<file path="src/rtl/bin2bcd_seq.sv">
`default_nettype none
// +--------------------------------------------------------------------------+
// | bin2bcd_seq : one-bit-per-clock double-dabble binary to packed BCD       |
// | Rev 1.0                                                                  |
// +--------------------------------------------------------------------------+
module bin2bcd_seq #(
  parameter int BIN_W  = 8,
  parameter int DIGITS = 3
) (
  input  logic                clk,
  input  logic                rst,
  input  logic                start,
  input  logic [BIN_W-1:0]    bin_in,
  output logic                busy,
  output logic                done,
  output logic [4*DIGITS-1:0] bcd_out,
  output logic                overflow
);

  localparam int          BCD_W   = 4 * DIGITS;
  localparam int          CNT_W   = $clog2(BIN_W + 1);
  localparam logic [31:0] MAX_VAL = 32'(10 ** DIGITS - 1);

  typedef enum logic [0:0] {S_IDLE = 1'b0, S_CONV = 1'b1} state_t;

  state_t             state_q, state_d;
  logic [BIN_W-1:0]   shift_q, shift_d;
  logic [BCD_W-1:0]   scratch_q, scratch_d;
  logic [CNT_W-1:0]   cnt_q, cnt_d;
  logic               ovf_pend_q, ovf_pend_d;
  logic [BCD_W-1:0]   bcd_q, bcd_d;
  logic               overflow_q, overflow_d;
  logic               done_q, done_d;

  logic [BCD_W-1:0]   scratch_step;
  logic [DIGITS-1:0]  ge5;
  logic [31:0]        bin_ext;

  assign bin_ext = 32'(bin_in);

  // Add-3 then shift, fused per digit: a digit >= 5 always carries a 1 into
  // the next digit after adjustment, and its low three bits become d+3 mod 8.
  for (genvar k = 0; k < DIGITS; k++) begin : g_digit
    logic [3:0] d;
    logic [2:0] lo3;
    logic       in_bit;

    assign d      = scratch_q[4*k +: 4];
    assign ge5[k] = (d >= 4'd5);
    assign lo3    = ge5[k] ? (d[2:0] + 3'd3) : d[2:0];

    if (k == 0) begin : g_lsd
      assign in_bit = shift_q[BIN_W-1];
    end else begin : g_upper
      assign in_bit = ge5[k-1];
    end

    assign scratch_step[4*k +: 4] = {lo3, in_bit};
  end

  always_comb begin
    state_d    = state_q;
    shift_d    = shift_q;
    scratch_d  = scratch_q;
    cnt_d      = cnt_q;
    ovf_pend_d = ovf_pend_q;
    bcd_d      = bcd_q;
    overflow_d = overflow_q;
    done_d     = 1'b0;

    case (state_q)
      S_IDLE: begin
        if (start) begin
          shift_d    = bin_in;
          scratch_d  = '0;
          cnt_d      = CNT_W'(BIN_W);
          ovf_pend_d = (bin_ext > MAX_VAL);
          state_d    = S_CONV;
        end
      end
      S_CONV: begin
        shift_d   = shift_q << 1;
        scratch_d = scratch_step;
        cnt_d     = cnt_q - CNT_W'(1);
        // Outputs only change here, so downstream never sees partial digits.
        if (cnt_q == CNT_W'(1)) begin
          bcd_d      = scratch_step;
          overflow_d = ovf_pend_q;
          done_d     = 1'b1;
          state_d    = S_IDLE;
        end
      end
      default: state_d = S_IDLE;
    endcase
  end

  always_ff @(posedge clk or posedge rst) begin
    if (rst) begin
      state_q    <= S_IDLE;
      shift_q    <= '0;
      scratch_q  <= '0;
      cnt_q      <= '0;
      ovf_pend_q <= 1'b0;
      bcd_q      <= '0;
      overflow_q <= 1'b0;
      done_q     <= 1'b0;
    end else begin
      state_q    <= state_d;
      shift_q    <= shift_d;
      scratch_q  <= scratch_d;
      cnt_q      <= cnt_d;
      ovf_pend_q <= ovf_pend_d;
      bcd_q      <= bcd_d;
      overflow_q <= overflow_d;
      done_q     <= done_d;
    end
  end

  assign busy     = (state_q == S_CONV);
  assign done     = done_q;
  assign bcd_out  = bcd_q;
  assign overflow = overflow_q;

endmodule
`default_nettype wire

</file>
<file path="config.mk">
export PLATFORM = sky130hd
export DESIGN_NAME = bin2bcd_seq
export DESIGN_NICKNAME = d
export VERILOG_FILES = /design/src/rtl/bin2bcd_seq.sv
export SDC_FILE = /design/constraint.sdc
export NUM_CORES = 1
export LEC_CHECK = 0
export BUFFER_PORTS_ARGS = -buffer_cell sky130_fd_sc_hd__buf_2
export CAP_MARGIN = 30
export CORE_ASPECT_RATIO = 2
export CORE_MARGIN = 2
export CORE_UTILIZATION = 38
export DETAILED_ROUTE_END_ITERATION = 10
export GPL_TIMING_DRIVEN = 0
export HOLD_SLACK_MARGIN = 0.1
export PLACE_DENSITY_LB_ADDON = 0.2
export SYNTH_ARGS = -nofsm -noshare
export SYNTH_HDL_FRONTEND = slang
export SYNTH_SLANG_ARGS = --single-unit
export TNS_END_PERCENT = 10
</file>
<file path="constraint.sdc">
create_clock -name clk -period 1.4 [get_ports clk]
set_clock_uncertainty 0.15 [all_clocks]
set_input_delay 0.21 -clock clk [delete_from_list [all_inputs] [get_ports clk]]
set_output_delay 0.21 -clock clk [all_outputs]
set_load 0.01 [all_outputs]
</file>
# ---- Word level (Yosys, flattened, before mapping)
# Index checks and enable logic that the tools add are counted.
dict set report op_classes {
  add_sub_neg 4
  order_cmp 4
  eq_ne 2
  mux 14
  bitwise_logic 1
  n_reduce_logical 2
}
# operator n
set op_table {}
lappend op_table {{12-bit one-hot mux with 2 select lines} 1}
lappend op_table {{8-bit one-hot mux with 2 select lines} 1}
lappend op_table {{4-bit by 3-bit >= comparator with 1-bit output (second input constant)} 3}
lappend op_table {{12-bit two-way mux} 1}
lappend op_table {{8-bit by 10-bit > comparator with 1-bit output (second input constant)} 1}
lappend op_table {{3-bit by 2-bit adder with 3-bit output (second input constant)} 3}
lappend op_table {{3-bit two-way mux} 3}
lappend op_table {{8-bit two-way mux} 1}
lappend op_table {{4-bit one-hot mux with 2 select lines} 1}
lappend op_table {{4-bit by 1-bit equality test with 1-bit output (second input constant)} 1}
lappend op_table {{1-bit two-way mux} 4}
lappend op_table {{4-bit two-way mux} 1}
lappend op_table {{2-bit AND reduction} 2}
lappend op_table {{4-bit by 1-bit subtractor with 4-bit output (second input constant)} 1}
lappend op_table {{2-bit inequality test (second input constant)} 1}
lappend op_table {{1-bit one-hot mux with 2 select lines} 1}
lappend op_table {{1-bit inverter} 1}
dict set report totals {
  register_bits 40
}

# ---- Depth between registers and ports, before layout
# Gate-level depths: netlist of run 1.
dict set report depth {
  depth_word 3
  ltp_mapped 7
}

# ---- Worst setup path before layout of run 1
# Ideal clock, no wire load.
dict set report synth_path {
  path_kind {register -> register}
  startpoint {register scratch_q[8]}
  endpoint {register bcd_q[10], in the netlist bcd_out[10]}
  setup_time_ns 0.125
  arrival_time_ns 1.277
  slack_ns -0.152
  stages_incl_launch_ff 7
  n_path_buf 0
  synth_period_minus_slack_ns 1.552
  cell_sequence {dfrtp_1 inv_1 ha_1 nand2b_1 a21oi_2 mux2i_1 mux2_4}
}
dict set report synth_via {
  elab_chain_len 2
  elab_cells_between_ends 3
  cone_classes {add/sub (1); order compare (1); mux (1)}
}
# element line
set synth_lines {}
lappend synth_lines {{start, declared} 28} ;# logic [BCD_W-1:0] scratch_q, scratch_d;
lappend synth_lines {{start signal, assigned} 110} ;# scratch_q <= scratch_d;
lappend synth_lines {{4-bit by 3-bit >= comparator with 1-bit output or 3-bit by 2-bit adder with 3-bit output (tied branches)} {49, 50}}
lappend synth_lines {{3-bit two-way mux (*)} 50} ;# assign lo3 = ge5[k] ? (d[2:0] + 3'd3) : d[2:0];
lappend synth_lines {{end signal, assigned} 104} ;# bcd_q <= '0;
lappend synth_lines {{end signal, assigned} 113} ;# bcd_q <= bcd_d;
lappend synth_lines {{end, declared} 31} ;# logic [BCD_W-1:0] bcd_q, bcd_d;
# Every way passes the cells marked *; elsewhere a longest branch is shown, timed or not.
# A chain may end at the register's enable or synchronous reset.

# ---- Final worst setup path of run 1
dict set report layout_path {
  startpoint {register scratch_q[0]}
  endpoint {register bcd_q[2], in the netlist bcd_out[2]}
}
# The elaborated chain is that of the path after synthesis.

==> metrics, run 1 <==
outcome=finished, violations left; failing checks=setup timing; Cell Count, Final, Fillers Out=275; CTS Buf Count=5; IO Pins=26; # diodes=0; Max stage delay on crit path=440 ps; Yosys cell types=29; share of cells above drive strength 1=0.391; Final setup violation count=14; final wirelength=4150 µm; CTS root buf=clkbuf_8; IO buf count=24; # DRC=0; overall routing resource usage=0.179; Critical Path Stages=5; PD cells=2380 nW/µm²; Antenna Nets Post-Route=0; DP HPWL=2890 µm; Die Ht=102 µm; Hold Vio Cnt, Final=0; fillers=420; drt first-iter violations=15; Multi-input gate area=922 µm²; clock slew at reported path FFs=80 ps; die area=5380 µm²; via count=1371; area growth from synthesis to layout=37.3%; minimum clock period=1590 ps; htree depth=2; GPL Wtd Cong=0.837; pin count of the biggest net entering global routing=39; DR pass1 iterations=3; Leak=1.20 nW; Core ar.=4600 µm²; Crit Path Class=reg2reg; vias per cell=4.99; CP endpoint=bcd_out[2]$_DFFE_PP0P_; Row Count=35; clock latency on the worst-skew pair=290 ps; clk buf depth=2; crit-path max FO=3; Setup crit end kind=flop; worst-case reg-to-reg path depth=5; Max IR drop VDD=1.33 mV; nets=238; FF-to-FF setup slack=-190 ps; vias in the first global route=1490; origin of the critical flop-to-flop path=scratch_q[0]$_DFFE_PP0P_; Post-Syn Area=1820 µm²; total negative slack=-1380 ps; GRT overflow=0; Tot Pwr=5.95 mW; Max Clock Freq=629 MHz; WL/cell=15.1 µm; worst-margin pin slew=661 ps; first-pass GRT wire length=6980 µm; Initial Util=0.395; Rel. slew slack=0.559; pre-CTS WS=-213 ps; FF/Latch Area=952 µm²; RSZ-0062 raised after global routing=true; max cap viols=0; RR Endpoint=bcd_out[2]$_DFFE_PP0P_; Worst setup startpoint=scratch_q[0]$_DFFE_PP0P_; Tcrit/Tclk final=1.14; net count after synthesis=186; Crit path max-delay family=multiplexers; Critical Path RT=1490 ps; Synth Instances=167; min-delay worst type=in2reg; antenna violations before repair=0; Clock Sinks=38; CP arrival=1680 ps; syn_area_per_cell=10.9 µm²; CP Launch Type=flop; die width=52.9 µm; Yosys warnings=0; register area share after synthesis=0.523; Crit-path slowest cell=dfrtp_1; Buf/Inv on CP=0; Slew Viols, Final=0; CTS tree=yes; placed insts=246; number of synthesized register bits=38; critical path, cell by cell=ha_4, nand2b_4, a21oi_4, mux2i_2, mux2_4; Final WS setup=-190 ps
-- power by group --
part / switching [mW] / leakage, nW / internal, mW
registers: 0.380 / 0.479 / 1.57
clock network: 0.408 / 0.0714 / 0.761
logic: 1.33 / 0.651 / 1.50
-- cells by family after synthesis --
| kind of cell | after synthesis | synth area share |
|---|---|---|
| buffers and inverters | 19 | 0.0475 |
| adder cells (fa/ha/maj) | 8 | 0.0551 |
| AO/OA/AOI/OAI | 32 | 0.109 |
| XOR/XNOR | 4 | 0.0193 |
| other | 1 | 0.00206 |
| flip-flops | 38 | 0.523 |
| AND/OR/NAND/NOR | 45 | 0.129 |
| multiplexers | 20 | 0.115 |
-- registers in the layout, indices dropped and copies added (netlist names) --
| signal | cells |
|---|---|
| bcd_out | 12 |
| scratch_q | 12 |
| shift_q | 8 |
| cnt_q | 4 |
| busy | 1 |
| done | 1 |
-- metrics by stage --
stage / util / hold slack [ps] / cell area (µm²)
2_1_floorplan: - / 216 / 1930
3_3_place_gp: 0.460 / 310 / 2120
3_5_place_dp: 0.460 / 265 / 2120
4_1_cts: 0.521 / 93.6 / 2390
5_1_grt: 0.543 / 123 / 2490
6_report: 0.543 / 115 / 2490
-- Yosys cell counts, drive strengths merged --
library cell	instances	share of area
dfrtp	38	0.52
nand2	21	0.043
mux2i	16	0.088
o21ai	16	0.044
nand2b	11	0.038
inv	10	0.021
buf	8	0.025
ha	8	0.055
a21oi	7	0.025
nor3b	7	0.029
mux2	4	0.027
o31ai	4	0.017
a21o	3	0.013
nor2	3	0.0062
xnor2	3	0.014
a22o	1	0.0048
clkbuf	1	0.0021
conb	1	0.0021
nand3	1	0.0028
nand4bb	1	0.0062
o22a	1	0.0048
or3	1	0.0034
xor2	1	0.0048
-- how the worst min path moves through the flow --
stage / cells after the start / startpoint / end
2_1_floorplan: 2 / bin_in[0] / shift_q[0]$_DFFE_PP0P_
3_3_place_gp: 2 / bcd_out[4]$_DFFE_PP0P_ / bcd_out[4]$_DFFE_PP0P_
3_5_place_dp: 2 / rst / bcd_out[8]$_DFFE_PP0P_
4_1_cts: 3 / start / busy$_DFF_PP0_
5_1_grt: 3 / start / busy$_DFF_PP0_
6_report: 3 / start / busy$_DFF_PP0_
-- layer usage --
metal	wire [µm]	track usage
met5	0	0
met4	58	0.0730
met3	126	0.0354
met2	2350	0.319
met1	1610	0.199
-- cells in the final DEF (no fill, tap or decap), types with 2 or more instances in the layout --
cell	n
a21oi_4	3
ha_4	5
mux2i_2	3
o31ai_1	4
mux2i_1	13
buf_2	28
ha_2	2
a21o_1	2
buf_4	14
o21ai_0	8
dfrtp_1	37
clkbuf_8	6
inv_2	7
a21oi_1	3
mux2_4	3
o21ai_1	8
dlygate4sd3_1	9
nor2_1	3
nand2b_4	3
nand2b_1	8
xnor2_1	3
nor3b_1	6
bufinv_16	2
nand2_1	20
-- worst register-to-register path, stage by stage (launching register included) --
cell and delay [ps]:
dfrtp_1 440, ha_4 180, nand2b_4 140, a21oi_4 170
mux2i_2 280, mux2_4 180
-- what timing repair did --
| item | 4_1_cts | 5_1_grt |
|---|---|---|
| endpoints found under the hold margin | 47 | 0 |
| gates cloned | 0 | 0 |
| hold buffers | 9 | 0 |
| pin swaps | 2 | 8 |
| setup endpoints to repair | 25 | 68 |
| setup buffers | 2 | 10 |
| gates resized for setup | 12 | 11 |
-- final cells by class --
type,count,share of cell area
buffer,9,0.0261
clock buffer,6,0.0331
clock inverter,2,0.0241
inverter,10,0.0176
multi-input combinational,110,0.370
sequential,38,0.382
tap,55,0.0276
timing repair buffer,45,0.120
(Power assumes the default switching activity.)
==> run 2, diff against run 1 <==
==> constraint.sdc (replaced) <==
create_clock -name clk -period 1.4 [get_ports clk]
set_clock_uncertainty 0.15 [all_clocks]
set_input_delay 0.21 -clock clk [delete_from_list [all_inputs] [get_ports clk]]
set_output_delay 0.21 -clock clk [all_outputs]
set_load 0.1 [all_outputs]
==> run 2 against run 1 <==
  * The flow still finishes with violations (setup timing)
  * Hold slack got worse by 14 ps
  * Highest routed layer unchanged
  * First-iteration DRC count down 20%
  * Utilization increased by 1.3 points
  * Routed wire length increased by 6.3%
  * Cell area grew 2.4%
  * Via count is 2.8% higher
  * Largest cell class unchanged
  * Global-route usage increased by 1.2 points
  * Maximum frequency down 2.2%
  * Non-clock buffer count increased by 4
  * Die area unchanged
  * Critical path depth rose by 1
  * Critical endpoint is now bcd_out[10]$_DFFE_PP0P_
==> metrics, run 2 (synthesis gave the netlist of run 1 again) <==
clock latency on the worst-skew pair=290 ps; CTS tree=yes; via count=1409; CP Launch Type=flop; Setup crit end kind=flop; CTS Buf Count=5; die width=52.9 µm; htree depth=2; clk buf depth=2; # diodes=0; RSZ-0062 raised after global routing=true; vias per cell=5.05; GRT overflow=0; commonest non-fill, non-tap cells in the layout=dfrtp_1 (37), buf_4 (30), nand2_1 (21); minimum clock period=1630 ps; hold slack=101 ps; outcome=finished, violations left; Hold Vio Cnt, Final=0; vias in the first global route=1538; Slew Viols, Final=0; Core ar.=4600 µm²; DR pass1 iterations=4; pin count of the biggest net entering global routing=23; failing checks=setup timing; Clock Sinks=38; Max Clock Freq=615 MHz; commonest non-fill, non-tap cell in the layout=dfrtp_1; Die Ht=102 µm; Crit Path Class=reg2reg; final wirelength=4410 µm; GPL Wtd Cong=0.727; clock slew at reported path FFs=70 ps; area growth from synthesis to layout=40.6%; CP arrival=1700 ps; max cap viols=0; # DRC=0; antenna violations before repair=0; pre-CTS WS=-318 ps; nets=242; drt first-iter violations=12; IO Pins=26; Buf/Inv on CP=1; total negative slack=-1870 ps; Initial Util=0.395; WL/cell=15.8 µm; Antenna Nets Post-Route=0; first-pass GRT wire length=7410 µm; Tcrit/Tclk final=1.16; Crit-path slowest cell=dfrtp_1; Crit path max-delay family=multiplexers; Critical Path RT=1480 ps; min-delay worst type=in2reg; CTS root buf=clkbuf_8; Final setup violation count=20; Row Count=35; Max stage delay on crit path=380 ps; critical path, cell by cell=inv_2, ha_4, nand2b_4, a21oi_4, mux2i_2, mux2_4; fin area=2550 µm²; Final WS setup=-226 ps; crit-path max FO=3; DP HPWL=2880 µm; IO buf count=24; overall routing resource usage=0.191; share of cells above drive strength 1=0.402; Post-DP Area=2050 µm²; fillers=424; die area=5380 µm²
## run 2: worst paths after layout
| path | start | endpoint | slack [ps] | cells past startpoint |
|---|---|---|---|---|
| max | scratch_q[9]$_DFFE_PP0P_ | bcd_out[10]$_DFFE_PP0P_ | -230 | 6 |
| min | bin_in[1] | shift_q[1]$_DFFE_PP0P_ | 100 | 3 |
| max reg2reg | scratch_q[9]$_DFFE_PP0P_ | bcd_out[10]$_DFFE_PP0P_ | -230 | 6 |
| min reg2reg | bcd_out[5]$_DFFE_PP0P_ | bcd_out[5]$_DFFE_PP0P_ | 340 | 2 |
| max in group asynchronous | rst | scratch_q[0]$_DFFE_PP0P_ | 350 | 4 |
| min in group asynchronous | rst | scratch_q[11]$_DFFE_PP0P_ | 310 | 3 |
## run 2: timing repair
item	in CTS	in global routing
pin swaps	6	1
hold buffers	8	0
hold endpoints to repair	23	0
buffers inserted	13	3
endpoints found under the setup margin	33	53
resized for setup	48	14
gates cloned	0	0
## run 2: cell type report
cell class / instances / area, µm² / area share
inverter: 10 / 48.8 / 0.0191
multi-input combinational: 110 / 933 / 0.365
timing repair buffer: 49 / 387 / 0.151
clock buffer: 7 / 86.3 / 0.0338
buffer: 9 / 71.3 / 0.0279
sequential: 38 / 955 / 0.374
tap: 55 / 68.8 / 0.0269
clock inverter: 1 / 5.00 / 0.00196
## run 2: metrics by stage
stage           util  cells
2_1_floorplan      -    167
3_3_place_gp   0.440    246
3_5_place_dp   0.446    247
4_1_cts        0.542    276
5_1_grt        0.556    279
6_report       0.556    279
## run 2: worst register-to-register path, stage by stage (launching register included)
cell      delay [ps]
dfrtp_1          380
inv_2             80
ha_4             160
nand2b_4         140
a21oi_4          160
mux2i_2          300
mux2_4           200
## run 2: per-layer routing
| metal | up-vias | track usage | routed length [µm] |
|---|---|---|---|
| met4 | 0 | 0.0947 | 150 |
| met1 | 689 | 0.209 | 1620 |
| li1 | 671 | - | - |
| met5 | - | 0 | 0 |
| met2 | 36 | 0.337 | 2510 |
| met3 | 13 | 0.0369 | 135 |
Power of run 2 is not shown: default switching activity piles up to over one toggle a cycle in this logic, so the estimate is an artifact.
==> run 3, diff against run 2 <==
--- a/config.mk
+++ b/config.mk
@@ -5,6 +5,7 @@
 export SDC_FILE = /design/constraint.sdc
 export NUM_CORES = 1
 export LEC_CHECK = 0
+export ABC_AREA = 1
 export BUFFER_PORTS_ARGS = -buffer_cell sky130_fd_sc_hd__buf_2
 export CAP_MARGIN = 30
 export CORE_ASPECT_RATIO = 2
==> run 3 against run 2 <==
  * The flow finishes with violations (hold timing, setup timing)
  * Critical path type is now reg2out
  * Critical path depth fell by 5
  * Non-clock buffer count down 4
  * Cell area down 1.1%
==> metrics, run 3 <==
outcome=finished, violations left; failing checks=hold timing, setup timing; syn_area_per_cell=8.52 µm²; share of the synthesized area in the top cell type=0.534; pin count of the biggest net entering global routing=39; # diodes=0; # DRC=0; CP arrival=1070 ps; CP Launch Type=flop; Die Ht=101 µm; die width=52.4 µm; commonest non-fill, non-tap cells in the layout=nand2_1 (66), dfrtp_1 (37), buf_4 (27); CTS root buf=clkbuf_8; count of flip-flops with a built-in enable after synthesis=0; Crit path max-delay family=flip-flops; Core Util, Final=0.555; Antenna Nets Post-Route=0; share of cells above drive strength 1=0.375; leading post-synthesis cells by cell area=dfrtp_1 (53%), nand2_1 (17%), nand3_1 (6.7%); origin of the critical flop-to-flop path=cnt_q[1]$_DFFE_PP0P_; via count=1577; Synth Instances=209; hold slack=-77.4 ps; Rel. slew slack=0.463; Hold Vio Cnt, Final=38; placed insts=288; min-delay worst type=in2async; GPL Wtd Cong=0.834; Post-Syn Area=1780 µm²; Row Count=35; Critical Path Stages=1; antenna violations before repair=0; die area=5290 µm²; max cap viols=0; critical path, cell by cell=buf_4; worst-case reg-to-reg path depth=8; Critical Path RT=1040 ps; overall routing resource usage=0.182; number of synthesized register bits=38; GRT overflow=0; CTS tree=yes; clock slew at reported path FFs=70 ps; met3 wire len=86 µm; Final setup violation count=9; worst-margin pin slew=805 ps; drt first-iter violations=25; WL/cell=13.7 µm; largest area contributor in the netlist=dfrtp_1; Post-synth ARST share=1.00; Post-synth top cells=nand2_1 (82), dfrtp_1 (38), nand3_1 (24); crit-path max FO=5; Max Clock Freq=698 MHz; vias in the first global route=1596; Yosys cell types=22; nets=283; clock latency on the worst-skew pair=290 ps; Yosys warnings=0; Clock Sinks=38; Post-synth top flop=dfrtp_1; FF-to-FF setup slack=-30 ps; vias per cell=4.94; IO Pins=26; met2 wire length=2530 µm; htree depth=2; final wirelength=4360 µm; net count after synthesis=228; Crit-path slowest cell=dfrtp_4; top-count cell post-synth=nand2_1; DP HPWL=2750 µm; Slew Viols, Final=0; RR Endpoint=bcd_out[5]$_DFFE_PP0P_; Core ar.=4550 µm²; area growth from synthesis to layout=41.8%; DR pass1 iterations=4; CTS Buf Count=5; Buf/Inv on CP=1; Tcrit/Tclk final=1.02; Setup crit end kind=primary output; RSZ-0062 raised after global routing=true; commonest non-fill, non-tap cell in the layout=nand2_1; Initial Util=0.391; register area share after synthesis=0.534; Cell Count, Final, Fillers Out=319; Crit Path Class=reg2out; Max stage delay on crit path=480 ps; IO buf count=24; Hold Buf Count CTS=8; Top Layer Used=met4; first-pass GRT wire length=7110 µm; WL met1=1680 µm; clk buf depth=2; minimum clock period=1430 ps; Final WS setup=-31.9 ps
==> run 3: changes by cell type after synthesis, sizes merged, moves of 3 or more <==
cell / before / now
nand2b: 11 / 0
o31ai: 4 / 0
inv: 10 / 22
a21o: 3 / 0
mux2: 4 / 0
nand3: 1 / 24
o21ai: 16 / 8
a21oi: 7 / 0
o22ai: 0 / 4
nor3b: 7 / 0
mux2i: 16 / 0
nand4: 0 / 6
nand2: 21 / 83
==> run 3: kinds of logic after synthesis <==
kind of cell,share of synthesized area
buffers and inverters,0.0695
AOI/OAI and AO/OA,0.0562
DFF,0.534
adders and majority gates,0.0562
xor gates and xnor gates,0.00492
and+or+nand+nor,0.277
other,0.00210
==> run 3: area by class of cell <==
type	count	area (µm²)
Clock buffer	7	76.3
Tap cell	55	68.8
Sequential cell	38	955
Inverter	22	87.6
Timing Repair Buffer	48	380
Buffer	6	57.6
Fill cell	440	2030
Multi-Input combinational cell	143	901
==> run 3: how the worst max path moves through the flow <==
stage	from	endpoint	slack (ps)
2_1_floorplan	busy$_DFF_PP0_	shift_q[5]$_DFFE_PP0P_	-80
3_3_place_gp	rst	busy$_DFF_PP0_	-580
3_5_place_dp	busy$_DFF_PP0_	scratch_q[9]$_DFFE_PP0P_	-200
4_1_cts	cnt_q[1]$_DFFE_PP0P_	bcd_out[6]$_DFFE_PP0P_	-110
5_1_grt	cnt_q[1]$_DFFE_PP0P_	bcd_out[5]$_DFFE_PP0P_	-100
6_report	busy$_DFF_PP0_	busy	-30
==> run 3: what timing repair did <==
item / 4_1_cts / 5_1_grt
resized for setup: 26 / 50
endpoints found under the setup margin: 39 / 34
endpoints found under the hold margin: 46 / 38
cloned: 1 / 1
buffers inserted: 5 / 9
pin swaps: 1 / 26
==> run 3: per-stage QoR <==
step	setup TNS [ps]	setup WS (ps)	hold slack, ps	cell area [µm²]
floorplan	-1240	-75.2	193	1790
global placement	-17410	-584	281	1980
detailed placement	-3040	-198	261	1980
CTS	-1560	-114	-52.7	2250
global route	-1400	-95.6	-10.7	2530
finish	-119	-31.9	-77.4	2530
==> run 3: layer usage <==
metal	up-vias	GRT usage
met5	-	0
met4	0	0.0848
met3	5	0.0326
met2	26	0.335
met1	767	0.189
li1	779	-
Power of run 3 is left out for the same reason.
